==> src/rtl/servo_pkg.sv <==
// Shared types, constants and width helpers for the servo L/M/N front end.
package servo_pkg;

   localparam int TW = 8;   // trig table entry width, signed Q1.6
   localparam int QF = 6;   // fraction bits of the trig tables

   // Six legs at 0/60/120/180/240/300 degrees, channel 0 in the LSBs.
   localparam logic [6*TW-1:0] COS_TBL_DEF = 48'h20_E0_C0_E0_20_40;
   localparam logic [6*TW-1:0] SIN_TBL_DEF = 48'hC9_C9_00_37_37_00;

   typedef enum logic [1:0] {
      ST_IDLE = 2'd0,
      ST_RUN  = 2'd1,
      ST_WAIT = 2'd2
   } state_e;

   function automatic int clog2(input int v);
      int r;
      r = 0;
      for (int x = v - 1; x > 0; x = x >> 1) r++;
      return r;
   endfunction

   function automatic int calc_cw(input int nch);
      int c;
      c = clog2(nch);
      return (c < 1) ? 1 : c;
   endfunction

   function automatic int calc_ow(input int w, input int aw);
      return 2 * w + aw;
   endfunction

endpackage

==> src/rtl/lmn_pipe.sv <==
// Two-stage enable-gated L/M/N arithmetic: P1 forms products, P2 forms sums and the Q1.6 shift.
module lmn_pipe
   import servo_pkg::*;
#(
   parameter int              W  = 9,
   parameter int              AW = 8,
   parameter logic [AW-1:0]   A  = 20,
   parameter logic [2*W-1:0]  K  = 100,
   parameter int              OW = 2 * W + AW,
   parameter int              CW = 3
) (
   input  logic                 clock,
   input  logic                 reset,
   input  logic                 en,
   input  logic                 i_valid,
   input  logic [CW-1:0]        i_tag,
   input  logic signed [W-1:0]  i_lx,
   input  logic signed [W-1:0]  i_ly,
   input  logic signed [W-1:0]  i_lz,
   input  logic signed [TW-1:0] i_cos,
   input  logic signed [TW-1:0] i_sin,
   output logic                 o_valid,
   output logic [CW-1:0]        o_tag,
   output logic signed [OW-1:0] o_l,
   output logic signed [OW-1:0] o_m,
   output logic signed [OW-1:0] o_n
);

   // The N path needs TW extra bits of headroom before the shift brings it back into OW.
   localparam int NW = OW + TW;
   localparam logic signed [OW-1:0] K_E     = OW'(K);
   localparam logic signed [OW-1:0] TWO_A_O = OW'({1'b0, A, 1'b0});
   localparam logic signed [NW-1:0] TWO_A_N = NW'({1'b0, A, 1'b0});

   logic signed [OW-1:0] w_lx, w_ly, w_lz;
   logic signed [NW-1:0] w_cx, w_sy, w_nfull;

   logic                 r_p1_valid, r_p2_valid;
   logic [CW-1:0]        r_p1_tag, r_p2_tag;
   logic signed [OW-1:0] r_lx2, r_ly2, r_lz2, r_m1;
   logic signed [NW-1:0] r_cx, r_sy;
   logic signed [OW-1:0] r_l, r_m2, r_n;

   assign w_lx    = OW'(i_lx);
   assign w_ly    = OW'(i_ly);
   assign w_lz    = OW'(i_lz);
   assign w_cx    = NW'(i_cos) * NW'(i_lx);
   assign w_sy    = NW'(i_sin) * NW'(i_ly);
   assign w_nfull = (r_cx + r_sy) * TWO_A_N;

   // NOTE: sequential state uses <= so every register samples pre-edge values.
   always_ff @(posedge clock) begin
      if (reset) begin
         r_p1_valid <= 1'b0;
         r_p2_valid <= 1'b0;
      end else if (en) begin
         r_p1_valid <= i_valid;
         r_p2_valid <= r_p1_valid;
      end
   end

   // NOTE: datapath registers carry no reset; the valid bits alone qualify them.
   always_ff @(posedge clock) begin
      if (en) begin
         r_p1_tag <= i_tag;
         r_lx2    <= w_lx * w_lx;
         r_ly2    <= w_ly * w_ly;
         r_lz2    <= w_lz * w_lz;
         r_m1     <= w_lz * TWO_A_O;
         r_cx     <= w_cx;
         r_sy     <= w_sy;

         r_p2_tag <= r_p1_tag;
         r_l      <= r_lx2 + r_ly2 + r_lz2 - K_E;
         r_m2     <= r_m1;
         r_n      <= OW'(w_nfull >>> QF);
      end
   end

   assign o_valid = r_p2_valid;
   assign o_tag   = r_p2_tag;
   assign o_l     = r_l;
   assign o_m     = r_m2;
   assign o_n     = r_n;

endmodule

==> src/rtl/servo_lmn_seq.sv <==
// Frame-serial L/M/N front end: captures NCH leg vectors and streams tagged per-leg results.
module servo_lmn_seq
   import servo_pkg::*;
#(
   parameter int                NCH     = 6,
   parameter int                W       = 9,
   parameter int                AW      = 8,
   parameter logic [AW-1:0]     A       = 20,
   parameter logic [2*W-1:0]    K       = 100,
   parameter logic [TW*NCH-1:0] COS_TBL = COS_TBL_DEF,
   parameter logic [TW*NCH-1:0] SIN_TBL = SIN_TBL_DEF,
   localparam int               OW      = calc_ow(W, AW),
   localparam int               CW      = calc_cw(NCH)
) (
   input  logic                 clock,
   input  logic                 reset,
   input  logic                 frame_valid,
   output logic                 frame_ready,
   input  logic [NCH*W-1:0]     lx_flat,
   input  logic [NCH*W-1:0]     ly_flat,
   input  logic [NCH*W-1:0]     lz_flat,
   output logic                 out_valid,
   input  logic                 out_ready,
   output logic [CW-1:0]        out_ch,
   output logic                 out_last,
   output logic signed [OW-1:0] L,
   output logic signed [OW-1:0] M,
   output logic signed [OW-1:0] N,
   output logic                 busy
);

   state_e               r_state;
   logic                 r_frame_ready, r_busy;
   logic [CW-1:0]        r_ch;
   logic signed [W-1:0]  r_lx [NCH];
   logic signed [W-1:0]  r_ly [NCH];
   logic signed [W-1:0]  r_lz [NCH];

   logic                 r_out_valid, r_out_last;
   logic [CW-1:0]        r_out_ch;
   logic signed [OW-1:0] r_l, r_m, r_n;

   logic                 w_en, w_issue, w_accept;
   logic signed [W-1:0]  w_lx, w_ly, w_lz;
   logic signed [TW-1:0] w_cos, w_sin;
   logic                 w_p2_valid;
   logic [CW-1:0]        w_p2_tag;
   logic signed [OW-1:0] w_p2_l, w_p2_m, w_p2_n;

   // A held result freezes the pipeline, the issue counter and the FSM together.
   assign w_en     = !(r_out_valid && !out_ready);
   assign w_issue  = (r_state == ST_RUN);
   assign w_accept = (r_state == ST_IDLE) && frame_valid && w_en;

   always_ff @(posedge clock) begin
      if (w_accept) begin
         for (int i = 0; i < NCH; i++) begin
            r_lx[i] <= lx_flat[i*W +: W];
            r_ly[i] <= ly_flat[i*W +: W];
            r_lz[i] <= lz_flat[i*W +: W];
         end
      end
   end

   // NOTE: defaults first so every path assigns and no latch is inferred.
   always_comb begin
      w_lx  = '0;
      w_ly  = '0;
      w_lz  = '0;
      w_cos = '0;
      w_sin = '0;
      for (int i = 0; i < NCH; i++) begin
         if (r_ch == CW'(i)) begin
            w_lx  = r_lx[i];
            w_ly  = r_ly[i];
            w_lz  = r_lz[i];
            w_cos = COS_TBL[i*TW +: TW];
            w_sin = SIN_TBL[i*TW +: TW];
         end
      end
   end

   always_ff @(posedge clock) begin
      if (reset) begin
         r_state       <= ST_IDLE;
         r_frame_ready <= 1'b1;
         r_busy        <= 1'b0;
         r_ch          <= '0;
      end else if (w_en) begin
         case (r_state)
            ST_IDLE: begin
               if (frame_valid) begin
                  r_state       <= ST_RUN;
                  r_ch          <= '0;
                  r_frame_ready <= 1'b0;
                  r_busy        <= 1'b1;
               end
            end
            ST_RUN: begin
               if (r_ch == CW'(NCH - 1)) r_state <= ST_WAIT;
               else                      r_ch    <= r_ch + CW'(1);
            end
            ST_WAIT: begin
               if (r_out_valid && out_ready && r_out_last) begin
                  r_state       <= ST_IDLE;
                  r_frame_ready <= 1'b1;
                  r_busy        <= 1'b0;
               end
            end
            default: begin
               r_state       <= ST_IDLE;
               r_frame_ready <= 1'b1;
               r_busy        <= 1'b0;
            end
         endcase
      end
   end

   lmn_pipe #(
      .W  (W),
      .AW (AW),
      .A  (A),
      .K  (K),
      .OW (OW),
      .CW (CW)
   ) u_pipe (
      .clock   (clock),
      .reset   (reset),
      .en      (w_en),
      .i_valid (w_issue),
      .i_tag   (r_ch),
      .i_lx    (w_lx),
      .i_ly    (w_ly),
      .i_lz    (w_lz),
      .i_cos   (w_cos),
      .i_sin   (w_sin),
      .o_valid (w_p2_valid),
      .o_tag   (w_p2_tag),
      .o_l     (w_p2_l),
      .o_m     (w_p2_m),
      .o_n     (w_p2_n)
   );

   always_ff @(posedge clock) begin
      if (reset) begin
         r_out_valid <= 1'b0;
         r_out_last  <= 1'b0;
         r_out_ch    <= '0;
         r_l         <= '0;
         r_m         <= '0;
         r_n         <= '0;
      end else if (w_en) begin
         r_out_valid <= w_p2_valid;
         if (w_p2_valid) begin
            r_out_ch   <= w_p2_tag;
            r_out_last <= (w_p2_tag == CW'(NCH - 1));
            r_l        <= w_p2_l;
            r_m        <= w_p2_m;
            r_n        <= w_p2_n;
         end
      end
   end

   assign frame_ready = r_frame_ready;
   assign busy        = r_busy;
   assign out_valid   = r_out_valid;
   assign out_last    = r_out_last;
   assign out_ch      = r_out_ch;
   assign L           = r_l;
   assign M           = r_m;
   assign N           = r_n;

endmodule

==> config.mk <==
export PLATFORM = sky130hd
export DESIGN_NAME = servo_lmn_seq
export DESIGN_NICKNAME = d
export VERILOG_FILES = /design/src/rtl/servo_pkg.sv /design/src/rtl/lmn_pipe.sv /design/src/rtl/servo_lmn_seq.sv
export SDC_FILE = /design/constraint.sdc
export NUM_CORES = 1
export LEC_CHECK = 0
export ABC_AREA = 1
export BUFFER_PORTS_ARGS = -buffer_cell sky130_fd_sc_hd__buf_2
export CAP_MARGIN = 10
export CORE_MARGIN = 4
export CORE_UTILIZATION = 55
export CTS_BUF_LIST = sky130_fd_sc_hd__clkbuf_2 sky130_fd_sc_hd__clkbuf_4 sky130_fd_sc_hd__clkbuf_8
export CTS_CLUSTER_SIZE = 40
export DETAILED_ROUTE_END_ITERATION = 8
export PLACE_DENSITY_LB_ADDON = 0.3
export SYNTH_ARGS = -nofsm -noshare
export SYNTH_HDL_FRONTEND = slang
export SYNTH_SLANG_ARGS = --single-unit
==> constraint.sdc <==
create_clock -name clock -period 40.2 [get_ports clock]
set_input_delay 10.05 -clock clock [delete_from_list [all_inputs] [get_ports clock]]
set_output_delay 10.05 -clock clock [all_outputs]
set_load 0.005 [all_outputs]
# Word level (Yosys, flattened, before mapping)

Memories as Yosys holds them, arrays and structs flattened.
Index checks and enable logic that the tools add are counted.

Bits in registers: 339
Memory bits (writable): 162
Bits of input ports: 166
Output and inout bits: 85
Memories kept: 3

Memory list:

| name | words | bits a word | read ports | clocked after Yosys merged registers in | write ports | RTL line            | source |
|---|---|---|---|---|---|---|---|
| r_lx | 6     | 9           | 6          | 0                                       | 6           | servo_lmn_seq.sv:35 | `logic signed [W-1:0] r_lx [NCH];` |
| r_ly | 6     | 9           | 6          | 0                                       | 6           | servo_lmn_seq.sv:36 | `logic signed [W-1:0] r_ly [NCH];` |
| r_lz | 6     | 9           | 6          | 0                                       | 6           | servo_lmn_seq.sv:37 | `logic signed [W-1:0] r_lz [NCH];` |

$add $sub $neg: 5
$mul: 7
Eq/ne operators: 12
Muxes and demuxes: 44
Bitwise logic cells: 2
Reduce and logical (&&, ||, !) cells: 14

Operator list:

| operator                                           | number |
|---|---|
| two-way mux 9 bit                                  | 18 |
| two-way mux 8 bit                                  | 9 |
| multiplier 9 x 9 -> 18 bit                         | 3 |
| adder 26 bit                                       | 2 |
| adder 34 bit                                       | 1 |
| multiplier 34 x 4 -> 29 bit, second input constant | 1 |
| multiplier 8 x 9 -> 17 bit                         | 2 |
| subtractor 26 x 8 -> 26 bit, second input constant | 1 |
| multiplier 9 x 4 -> 13 bit, second input constant  | 1 |
| AND reduction 4 bit                                | 3 |
| == test 3 bit, second input constant               | 3 |
| inequality test 2 bit, second input constant       | 4 |
| two-way mux 7 bit                                  | 1 |
| == test 3 x 2 -> 1 bit, second input constant      | 2 |
| two-way mux 1 bit                                  | 6 |
| two-way mux 2 bit                                  | 3 |
| two-way mux 3 bit                                  | 2 |
| two-way mux 6 bit                                  | 1 |
| case mux 1 bit (3 select lines)                    | 2 |
| case mux 2 bit (3 select lines)                    | 1 |
| case mux 3 bit (2 select lines)                    | 1 |
| logical AND 1 bit                                  | 5 |
| adder 3 x 1 -> 3 bit, second input constant        | 1 |
| == test 3 x 1 -> 1 bit, second input constant      | 1 |
| 8 further kinds                                    | 10 |

# Longest topological paths before layout

Depth after elaboration: 8
Depth in mapped cells: 36

# By module

Synthesis repeated with hierarchy kept, for this count alone.

Cells, all modules: 4119
Area, all modules: 35245.1 um2

By module, submodules not included:

| module        | times used | cells each | area an instance (um2) | sequential area each (um2) |
|---|---|---|---|---|
| lmn_pipe      | 1          | 3016       | 24991.5                | 5084.9 |
| servo_lmn_seq | 1          | 1103       | 10253.6                | 6666.4 |

# Worst setup path before layout

No wires, ideal clock.

Path type: input to register
Start: in out_ready
End: reg r_frame_ready (netlist: frame_ready)
Library setup time: 0.125 ns
Arrival time: 21.169 ns
Required time: 40.075 ns
Path slack: 18.905 ns
Stages on the path: 7
Buffers on the path: 0
Cell sequence: nor2_1 inv_1 nand2_1 nor2_1 inv_1 o21ai_0 nand2_1

Longest elaborated chain between the ends: 4

RTL lines:

| what                                                         | RTL line                                  | source |
|---|---|---|
| from (decl)                                                  | servo_lmn_seq.sv:23                       | `input logic out_ready,` |
| logical AND 1 bit or logical NOT 1 bit (tied branches)       | servo_lmn_seq.sv:104, servo_lmn_seq.sv:51 |  |
| logical AND 1 bit, on equally long branches                  | servo_lmn_seq.sv:104, servo_lmn_seq.sv:51 |  |
| inequality test 2 bit (no line) or NOT 1 bit (tied branches) | -                                         |  |
| AND reduction 4 bit (no line) (*)                            | -                                         |  |
| to (signal assigned)                                         | servo_lmn_seq.sv:95                       | `r_frame_ready <= 1'b0;` |
| to (signal assigned)                                         | servo_lmn_seq.sv:106                      | `r_frame_ready <= 1'b1;` |
| to (signal assigned)                                         | servo_lmn_seq.sv:112                      | `r_frame_ready <= 1'b1;` |
| to (decl)                                                    | servo_lmn_seq.sv:33                       | `logic r_frame_ready, r_busy;` |

Mark *: on every way between the ends. The rest lies on a longest branch, timed or not.
A chain may end at the register's enable or synchronous reset.

==> flow_summary.ini <==
[timing]
worst_slew_pin_slew_ps = 1260
min_period_ps = 12740
slew_headroom_pct = 15.8
final_max_slew_viol_count = 0
hold_viol = 0
setup-tns-final_ps = 0
grt_setup_unrepaired = false
fmax_ghz = 0.0785
finalClockSkew_ps = 30.5
finalSetupViolCount = 0
min_period_over_period_pct = 31.7

[setup_path]
endpoint = r_ly[0][1]
cpMostUsedCell = buf_4
path_class = in -> reg
startpoint_type = input pin
crit_required_ps = 40460
r2r-start = r_ch[2]
rr_endpoint = u_pipe.r_lz2[15]
path_cells = buf_2, nor2_1, inv_6, nand2_1, nor2_4, buf_4, buf_4
ff2ff_setup_slack_ps = 32330
path_depth = 7
critical_path_buf_inv_count = 4
reg2regPathDepth = 24
slowest_delay_ps = 920
worstPathArrival_ps = 13000
crit_fanout = 90
cp_slowest_cell = buf_4
crit_family = buffers and inverters
worstSetupEndpointType = flip-flop
cp-startpoint = out_ready

[synthesis]
ys_warn_count = 0
ys_seq_elements = 404
postSynthAreaPerCell_um2 = 10.1
synth_top_cell_by_area = edfxtp_1
yosysSeqAreaShare_pct = 38.2
synth_cell_types = 59
syn_inst = 2929
yosysTopAreaCellShare_pct = 32.9
synthFlopType = edfxtp_1
synth-async-reset-ratio_pct = 0
synth_edf_count = 325
yosys-top-cells-area = edfxtp_1 33%, fa_1 17%, ha_1 13%
synth_area_um2 = 29700

[route]
routed_wl_mm = 64.5
wl_per_cell_um = 16.4
via_count = 20700
first_pass_iters = 5
ant_nets = 0
drtIter0Drc = 1065
via_per_inst = 5.26
route.detailed.drc = 0

[cts]
postCtsHoldBufs = 0
cts_tree = done
path_clk_slew_ps = 60
post-cts-setup-buffers = 0
cts_buffer_depth = 3
htreeDepth = 3
clock_latency_ps = 650
cts_buffers = 69
clkSinkCount = 404
cts_root_buf = clkbuf_8
cts-resized-gates = 0

[die]
core_um2 = 53000
die-width_um = 240
die-area_um2 = 57800
num_rows = 84
initial_core_util_pct = 56.1
die_h_um = 240
num_io_pins = 251

[global_route]
top_usage_layer = met2
antenna_found_initial = 2
grtUsageMet3_pct = 3.96
track_usage_pct = 22.8
grt_overflow = 0
met2_usage_pct = 38.6
grt_max_degree = 91
grt_pass1_wl_mm = 106
use_met1_pct = 30.1
first_global_vias = 21700

[layout]
nets = 3920
instances_no_fill = 3937
fillers = 4290
drive_gt1_share_pct = 13.9
area_delta_synth_final_pct = 10.9

[place]
gp_congestion = 0.891
dp_hpwl_mm = 51.0
dpl.cell_count = 3809
port_buffers = 247

[run_status]
status = complete, no violations

[hold_path]
hp-class = reg -> reg

[flow_run]
cap_violations = 0
==> cell usage in the layout (no fill, tap or decap), types with 22 or more instances in the layout <==
cell type | netlist | final
a21oi_1 | 141 | 141
buf_2 | 11 | 247
clkbuf_4 | 0 | 22
clkbuf_8 | 0 | 75
dfxtp_1 | 79 | 79
edfxtp_1 | 325 | 325
fa_1 | 249 | 249
ha_1 | 313 | 313
inv_1 | 531 | 530
nand2_1 | 335 | 335
nand3_1 | 79 | 79
nor2_1 | 317 | 315
o21ai_0 | 138 | 138
xnor2_1 | 44 | 44
xor2_1 | 98 | 98
==> synthesized netlist by cell type, types with 5 or more instances <==
cell type and number:
inv_1 531, nand2_1 335, edfxtp_1 325, nor2_1 317, ha_1 313, fa_1 249, a21oi_1 141, o21ai_0 138
xor2_1 98, dfxtp_1 79, nand3_1 79, xnor2_1 44, clkbuf_1 27, buf_4 21, a21o_1 18, o211ai_1 18
o22ai_1 17, inv_2 14, nand4_1 12, buf_2 11, nor2_2 10, buf_6 9, nand2_2 9, nor3_1 9
o21ai_2 8, o21bai_1 8, a211oi_1 6, o2111ai_1 6, o21ai_1 6, or2_2 6, a21oi_4 5, nand3b_1 5
==> per-layer routing <==
| layer | wire length [µm] | up-vias |
|---|---|---|
| met4 | 1910 | 0 |
| met2 | 30900 | 622 |
| met1 | 28000 | 9910 |
| met3 | 3770 | 133 |
| li1 | - | 10100 |
| met5 | 0 | - |
==> layout make-up <==
class                           count  area [µm²]  share of cell area, %
Clock buffer                       97        1200                   3.64
Sequential cell                   404       11300                   34.4
Tap cell                          688         861                   2.61
Timing Repair Buffer              260        1330                   4.05
Multi-Input combinational cell   1908       15900                   48.3
Antenna cell                        3        7.51                 0.0228
Clock inverter                     28         230                  0.699
Inverter                          549        2070                   6.28
==> how the worst min path moves through the flow <==
stage	to	from	slack (ps)	cells after the start
detailed placement	u_pipe.o_m[9]	u_pipe.r_m1[9]	400	0
global route	u_pipe.o_m[8]	u_pipe.r_m1[8]	420	0
CTS	u_pipe.o_m[8]	u_pipe.r_m1[8]	410	0
floorplan	u_pipe.o_m[10]	u_pipe.r_m1[10]	400	0
finish	u_pipe.o_m[8]	u_pipe.r_m1[8]	410	0
global placement	u_pipe.o_m[8]	u_pipe.r_m1[8]	400	0
==> cell families (layout without fill, tap and decap cells) <==
group,count (synthesis),after routing,synth area share [%]
adders and majority gates,562,562,30.0
and+or+nand+nor,798,798,11.2
DFF,404,404,38.2
AOI/OAI and AO/OA,403,403,8.06
xor gates and xnor gates,142,142,4.19
buffers and inverters,619,934,8.37
other,1,6,0.0126
==> registers in the layout (all words and copies together) (netlist names), 26 cells and up <==
| signal | cells |
|---|---|
| L | 26 |
| u_pipe.o_n | 26 |
| r_lx | 54 |
| u_pipe.o_l | 26 |
| r_ly | 54 |
| r_lz | 54 |
| N | 26 |
==> metrics by stage <==
| stage | hold slack (ps) | instance area (µm²) | util, % | worst slack [ps] |
|---|---|---|---|---|
| final | 411 | 32900 | 62.2 | 27460 |
| after global routing | 418 | 32900 | 62.2 | 27270 |
| after CTS | 414 | 32900 | 62.2 | 27500 |
| after detailed placement | 405 | 31500 | 59.5 | 26800 |
| after global placement | 402 | 31500 | 59.5 | 26920 |
| after floorplan | 400 | 29700 | - | 18910 |
Power is not shown: default switching activity piles up to over one toggle a cycle in this logic, so the estimate is an artifact.
